<file path="src/rtl/constants_reloj.sv">
// Shared constants for the alarm-clock front panel and a priority helper
// used by the button event arbiter.
package constants_reloj;

  localparam int DIV_TICK_DEF    = 75000;
  localparam int N_BTN_DEF       = 4;
  localparam int ID_W_DEF        = 2;
  localparam int N_ESTABLE_DEF   = 4;
  localparam int REP_INICIO_DEF  = 400;
  localparam int REP_PERIODO_DEF = 100;

  // Index of the lowest set bit; buttons are limited to 8, so 8 bits suffice.
  function automatic logic [2:0] lowest_set(input logic [7:0] v);
    lowest_set = '0;
    for (int i = 7; i >= 0; i--) begin
      if (v[i]) lowest_set = 3'(i);
    end
  endfunction

endpackage

</file>
<file path="src/rtl/filtro_boton.sv">
// Per-button filter: 2-flop synchronizer, tick-rate debounce and hold/repeat
// counter; emits one-cycle press/repeat strobes aligned with the state update.
module filtro_boton #(
  parameter int N_ESTABLE   = 4,
  parameter int REP_INICIO  = 400,
  parameter int REP_PERIODO = 100
) (
  input  logic reloja,
  input  logic reset,
  input  logic boton,
  input  logic hab_rep,
  input  logic tick,
  output logic estado,
  output logic set_press,
  output logic set_rep
);

  localparam int EST_W  = $clog2(N_ESTABLE + 1);
  localparam int HOLD_W = $clog2(REP_INICIO + 1);

  logic [1:0]        sync_q, sync_d;
  logic [EST_W-1:0]  est_cnt_q, est_cnt_d;
  logic              estado_q, estado_d;
  logic [HOLD_W-1:0] hold_q, hold_d;
  logic              muestra;

  assign muestra = sync_q[1];

  always_comb begin
    // NOTE: every variable gets a default first so no path leaves one unassigned (no latch).
    sync_d    = {sync_q[0], boton};
    est_cnt_d = est_cnt_q;
    estado_d  = estado_q;
    hold_d    = hold_q;
    set_press = 1'b0;
    set_rep   = 1'b0;

    if (tick) begin
      if (muestra != estado_q) begin
        if (est_cnt_q == EST_W'(N_ESTABLE - 1)) begin
          estado_d  = ~estado_q;
          est_cnt_d = '0;
          set_press = ~estado_q;
        end else begin
          est_cnt_d = est_cnt_q + 1'b1;
        end
      end else begin
        est_cnt_d = '0;
      end
    end

    // Reload after the first repeat so later ones fall every REP_PERIODO ticks.
    if (!(estado_q && hab_rep)) begin
      hold_d = '0;
    end else if (tick) begin
      if (hold_q == HOLD_W'(REP_INICIO - 1)) begin
        hold_d  = HOLD_W'(REP_INICIO - REP_PERIODO);
        set_rep = 1'b1;
      end else begin
        hold_d = hold_q + 1'b1;
      end
    end
  end

  // NOTE: sequential state uses non-blocking assignments so all flops update together.
  always_ff @(posedge reloja or posedge reset) begin
    if (reset) begin
      sync_q    <= '0;
      est_cnt_q <= '0;
      estado_q  <= 1'b0;
      hold_q    <= '0;
    end else begin
      sync_q    <= sync_d;
      est_cnt_q <= est_cnt_d;
      estado_q  <= estado_d;
      hold_q    <= hold_d;
    end
  end

  assign estado = estado_q;

endmodule

</file>
<file path="src/rtl/control_botones.sv">
// Button controller top: sample-tick generator, per-button filters and a
// lowest-index-first arbiter driving a registered one-cycle event bus.
module control_botones
  import constants_reloj::*;
#(
  parameter int DIV_TICK    = DIV_TICK_DEF,
  parameter int N_BTN       = N_BTN_DEF,
  parameter int N_ESTABLE   = N_ESTABLE_DEF,
  parameter int REP_INICIO  = REP_INICIO_DEF,
  parameter int REP_PERIODO = REP_PERIODO_DEF,
  parameter int ID_W        = ID_W_DEF
) (
  input  logic             reloja,
  input  logic             reset,
  input  logic [N_BTN-1:0] botones,
  input  logic [N_BTN-1:0] hab_rep,
  output logic [N_BTN-1:0] estado,
  output logic             evento_valido,
  output logic [ID_W-1:0]  evento_id,
  output logic             evento_rep,
  output logic [N_BTN-1:0] pendiente
);

  localparam int TICK_W = $clog2(DIV_TICK);

  logic [TICK_W-1:0] tick_cnt_q, tick_cnt_d;
  logic              tick;
  logic [N_BTN-1:0]  set_press, set_rep;
  logic [N_BTN-1:0]  pend_q, pend_d;
  logic [N_BTN-1:0]  rep_q, rep_d;
  logic              ev_valido_q, ev_valido_d;
  logic [ID_W-1:0]   ev_id_q, ev_id_d;
  logic              ev_rep_q, ev_rep_d;
  logic [ID_W-1:0]   grant;

  assign tick = (tick_cnt_q == TICK_W'(DIV_TICK - 1));

  for (genvar i = 0; i < N_BTN; i++) begin : g_filtro
    filtro_boton #(
      .N_ESTABLE  (N_ESTABLE),
      .REP_INICIO (REP_INICIO),
      .REP_PERIODO(REP_PERIODO)
    ) u_filtro (
      .reloja   (reloja),
      .reset    (reset),
      .boton    (botones[i]),
      .hab_rep  (hab_rep[i]),
      .tick     (tick),
      .estado   (estado[i]),
      .set_press(set_press[i]),
      .set_rep  (set_rep[i])
    );
  end

  always_comb begin
    tick_cnt_d  = tick ? '0 : tick_cnt_q + 1'b1;
    grant       = ID_W'(lowest_set(8'(pend_q)));
    pend_d      = pend_q;
    rep_d       = rep_q;
    ev_valido_d = |pend_q;
    ev_id_d     = ev_id_q;
    ev_rep_d    = ev_rep_q;

    if (|pend_q) begin
      pend_d[grant] = 1'b0;
      ev_id_d       = grant;
      ev_rep_d      = rep_q[grant];
    end

    // New sets come after the grant clear so a set on the granted bit is kept.
    for (int i = 0; i < N_BTN; i++) begin
      if (set_press[i]) begin
        pend_d[i] = 1'b1;
        rep_d[i]  = 1'b0;
      end else if (set_rep[i]) begin
        pend_d[i] = 1'b1;
        rep_d[i]  = 1'b1;
      end
    end
  end

  always_ff @(posedge reloja or posedge reset) begin
    if (reset) begin
      tick_cnt_q  <= '0;
      pend_q      <= '0;
      rep_q       <= '0;
      ev_valido_q <= 1'b0;
      ev_id_q     <= '0;
      ev_rep_q    <= 1'b0;
    end else begin
      tick_cnt_q  <= tick_cnt_d;
      pend_q      <= pend_d;
      rep_q       <= rep_d;
      ev_valido_q <= ev_valido_d;
      ev_id_q     <= ev_id_d;
      ev_rep_q    <= ev_rep_d;
    end
  end

  assign evento_valido = ev_valido_q;
  assign evento_id     = ev_id_q;
  assign evento_rep    = ev_rep_q;
  assign pendiente     = pend_q;

endmodule

</file>
<file path="config.mk">
export PLATFORM = sky130hd
export DESIGN_NAME = control_botones
export DESIGN_NICKNAME = d
export VERILOG_FILES = /design/src/rtl/constants_reloj.sv /design/src/rtl/filtro_boton.sv /design/src/rtl/control_botones.sv
export SDC_FILE = /design/constraint.sdc
export NUM_CORES = 1
export LEC_CHECK = 0
export BUFFER_PORTS_ARGS = -buffer_cell sky130_fd_sc_hd__clkbuf_2
export CAP_MARGIN = 20
export CORE_MARGIN = 10
export CORE_UTILIZATION = 39
export CTS_CLUSTER_SIZE = 25
export DETAILED_ROUTE_END_ITERATION = 10
export SLEW_MARGIN = 25
export SYNTH_ARGS = -nofsm -noshare
export SYNTH_HDL_FRONTEND = slang
export SYNTH_SLANG_ARGS = --single-unit
</file>
<file path="constraint.sdc">
create_clock -name reloja -period 2.8 [get_ports reloja]
set_input_delay 0 -clock reloja [delete_from_list [all_inputs] [get_ports reloja]]
set_output_delay 0 -clock reloja [all_outputs]
set_load 0.02 [all_outputs]
</file>
==> reports/results.ini <==
[clocking]
h-tree-depth = 3
cts.sinks = 89
clk_pin_slew_ns = 0.07
clkLatencyLatePin_ns = 0.34
cts_tree = yes
cts.hold.buffers_added = 7
clk_path_buf_depth = 2
post_cts_resized = 0
numCtsBuffers = 9
root_buffer = clkbuf_16
post-cts-setup-buffers = 0

[sta]
fmax_mhz = 441
relSlewSlack = 0.603
final-setup-viol-count = 0
final.min_clock_period_ns = 2.27
slew_violations = 0
tightest_slew_ns = 0.591
skew_ns = 0.00886
setup_tns_ns = 0
period_share = 0.809
rsz0062_at_grt = false
hold_viol_final = 0

[setup_path]
critPathKind = register to register
worst_setup_path_start_kind = register
cp-end-kind = register
reg2reg_setup_slack_ns = 0.53
cp_max_fo = 14
worstPathRequired_ns = 3.00
crit_arrival_ns = 2.47

[grt]
grt_pass1_vias = 3622
grt_max_degree = 59
gr-usage-met3 = 0.0211
overflow = 0
globalRouteTotalUtil = 0.130
grt.busiest_layer = met2
antenna_found_initial = 0
grt_use_met2 = 0.214
met1_usage = 0.165
grt_pass1_wl_um = 17800

[layout]
syn2layout_area_growth_pct = 13.2
layout.nets = 489
layout-drive-gt1-share = 0.126
diodes = 0
num-fill-cells = 1120

[synthesis]
syn_inst = 451
synth-seq-cells = 89
netlist_area_mm2 = 0.00456
synth_most_common_cell = dfrtp_1
avgSynthCellArea_um2 = 10.1
synth_edf_count = 0
async_flop_share = 1.00
ys_seq_area_frac = 0.488
ys_top_cells_by_area = dfrtp_1 49%, nand3_1 3.3%, o21ai_0 3.1%
yosysUniqueCellTypes = 60
yosys.area.top_type = dfrtp_1
post-synth-top-area-fraction = 0.488
synth_warnings = 0
synth_top_flop_cell = dfrtp_1
syn-num-nets = 470
synth_common_cells = 89 x dfrtp_1, 30 x nand3_1, 29 x nand2_1, 28 x o21ai_0, 25 x nor2_1

[route]
viasPerCell = 5.92
vias = 3660
dr.first_iter.drc_count = 245
firstDrtPassIters = 5
drt-wirelength-per-cell_um = 16.6
routed_wl_um = 10200
drc = 0
drtAntennaViolNets = 0

[placed_design]
gp_congestion = 0.857
io_buffers = 21
dp_hpwl_um = 6770

[power_and_ir_drop]
p_seq_frac = 0.496
pwr-share-clk = 0.483
intPower_w = 0.00204
ir_drop_v = 0.000298
p_switching_w = 0.000571
p_comb_frac = 0.021
swShare = 0.219
cellPowerDensity_mw_per_mm2 = 505
p_leak_nw = 2.09
fin_total_pwr_w = 0.00261

[floorplanning]
chipWidth_um = 128
dieArea_mm2 = 0.0164
core.rowCount = 39
core_mm2 = 0.0114
fp.dieH_um = 128
io-pin-count = 22
start_util = 0.400

[run_status]
status = finished, final reports clean

[run]
cap_violations = 0

[min_path]
min_path_type = input pin to register

==> critical path, cell delays in order (launching register included) <==
cell,delay [ns]
dfrtp_1,0.36
ha_1,0.22
and3_1,0.19
nand4_2,0.36
nor2_1,0.57
buf_4,0.32
a311oi_1,0.11
==> power by group through the flow <==
stage	Sequential, W	Combinational, W	Clock [W]
floorplan	0.00132	0.0000266	0
global placement	0.00132	0.0000481	0
detailed placement	0.00132	0.0000491	0
CTS	0.00129	0.0000565	0.00129
global route	0.00129	0.0000626	0.00133
finish	0.00129	0.0000539	0.00126
==> through the flow <==
step                setup WS, ns  cell area, µm²  instances  utilization  hold WS (ns)
floorplan                  0.493            4560        451            -        0.0314
global placement           0.517            4780        595        0.419        0.0507
detailed placement         0.501            4780        595        0.419        0.0593
CTS                        0.491            5160        618        0.452        0.0119
global route               0.313            5160        618        0.452        0.0227
finish                     0.534            5160        618        0.452       0.00631
==> path summary, 6_finish.rpt <==
kind,start,end,depth (start not counted)
setup / recovery,tick_cnt_q[0],g_filtro[3].u_filtro.hold_q[4],6
hold / removal,hab_rep[0],pendiente[0],3
setup reg to reg,tick_cnt_q[0],g_filtro[3].u_filtro.hold_q[4],6
hold reg to reg,g_filtro[0].u_filtro.sync_q[0],g_filtro[0].u_filtro.sync_q[1],0
max in group asynchronous,reset,g_filtro[1].u_filtro.hold_q[7],4
min in group asynchronous,reset,pendiente[2],3
==> cell type report <==
class	count	area, µm²	share of cell area
inverter	6	23.8	0.00460
tap	143	179	0.0346
sequential	89	2230	0.431
clock buffer	10	239	0.0463
multi-input combinational	329	2170	0.420
timing repair buffer	35	253	0.0489
clock inverter	6	72.6	0.0141
==> sequential cells by signal, indices dropped and copies added, names as in the netlist <==
signal	flops
pendiente	4
g_filtro.u_filtro.estado	4
g_filtro.u_filtro.sync_q	8
evento_id	2
rep_q	4
g_filtro.u_filtro.hold_q	36
tick_cnt_q	17
g_filtro.u_filtro.est_cnt_q	12
evento_valido	1
evento_rep	1
==> layout by cell type (no fill, tap or decap), types with 4 or more instances in the layout <==
| master | count |
|---|---|
| nand4_1 | 14 |
| a311oi_1 | 9 |
| nor3_1 | 12 |
| clkbuf_2 | 21 |
| xnor2_1 | 12 |
| a211oi_1 | 8 |
| and4_1 | 8 |
| nor2b_1 | 4 |
| nand2_1 | 29 |
| or3_1 | 8 |
| and3_1 | 11 |
| o31ai_1 | 5 |
| dfrtp_1 | 89 |
| nand2b_1 | 5 |
| dlygate4sd3_1 | 7 |
| clkbuf_16 | 9 |
| o311ai_0 | 5 |
| and2_1 | 10 |
| inv_1 | 5 |
| a31oi_1 | 12 |
| a21oi_1 | 16 |
| a41oi_1 | 4 |
| nor3b_1 | 5 |
| nand3_1 | 30 |
| ha_1 | 9 |
| o21a_1 | 4 |
| o21ai_0 | 28 |
| buf_4 | 5 |
| xor2_1 | 7 |
| or4_1 | 5 |
| nor2_1 | 25 |
==> layer usage <==
layer | up-vias | part of all wire
met3 | 14 | 0.037
li1 | 1749 | -
met1 | 1813 | 0.46
met5 | - | 0
met4 | 0 | 0.018
met2 | 84 | 0.48
==> kinds of logic (layout without fill, tap and decap cells) <==
logic type,count (synthesis),in the layout,share of synthesized area
and+or+nand+nor,183,183,0.235
adders and majority gates,9,9,0.0247
DFF,89,89,0.488
xor gates and xnor gates,19,19,0.0365
muxes,3,3,0.00713
AOI/OAI and AO/OA,115,115,0.173
buffers and inverters,33,57,0.0362
Power figures use the tool's default switching activity.
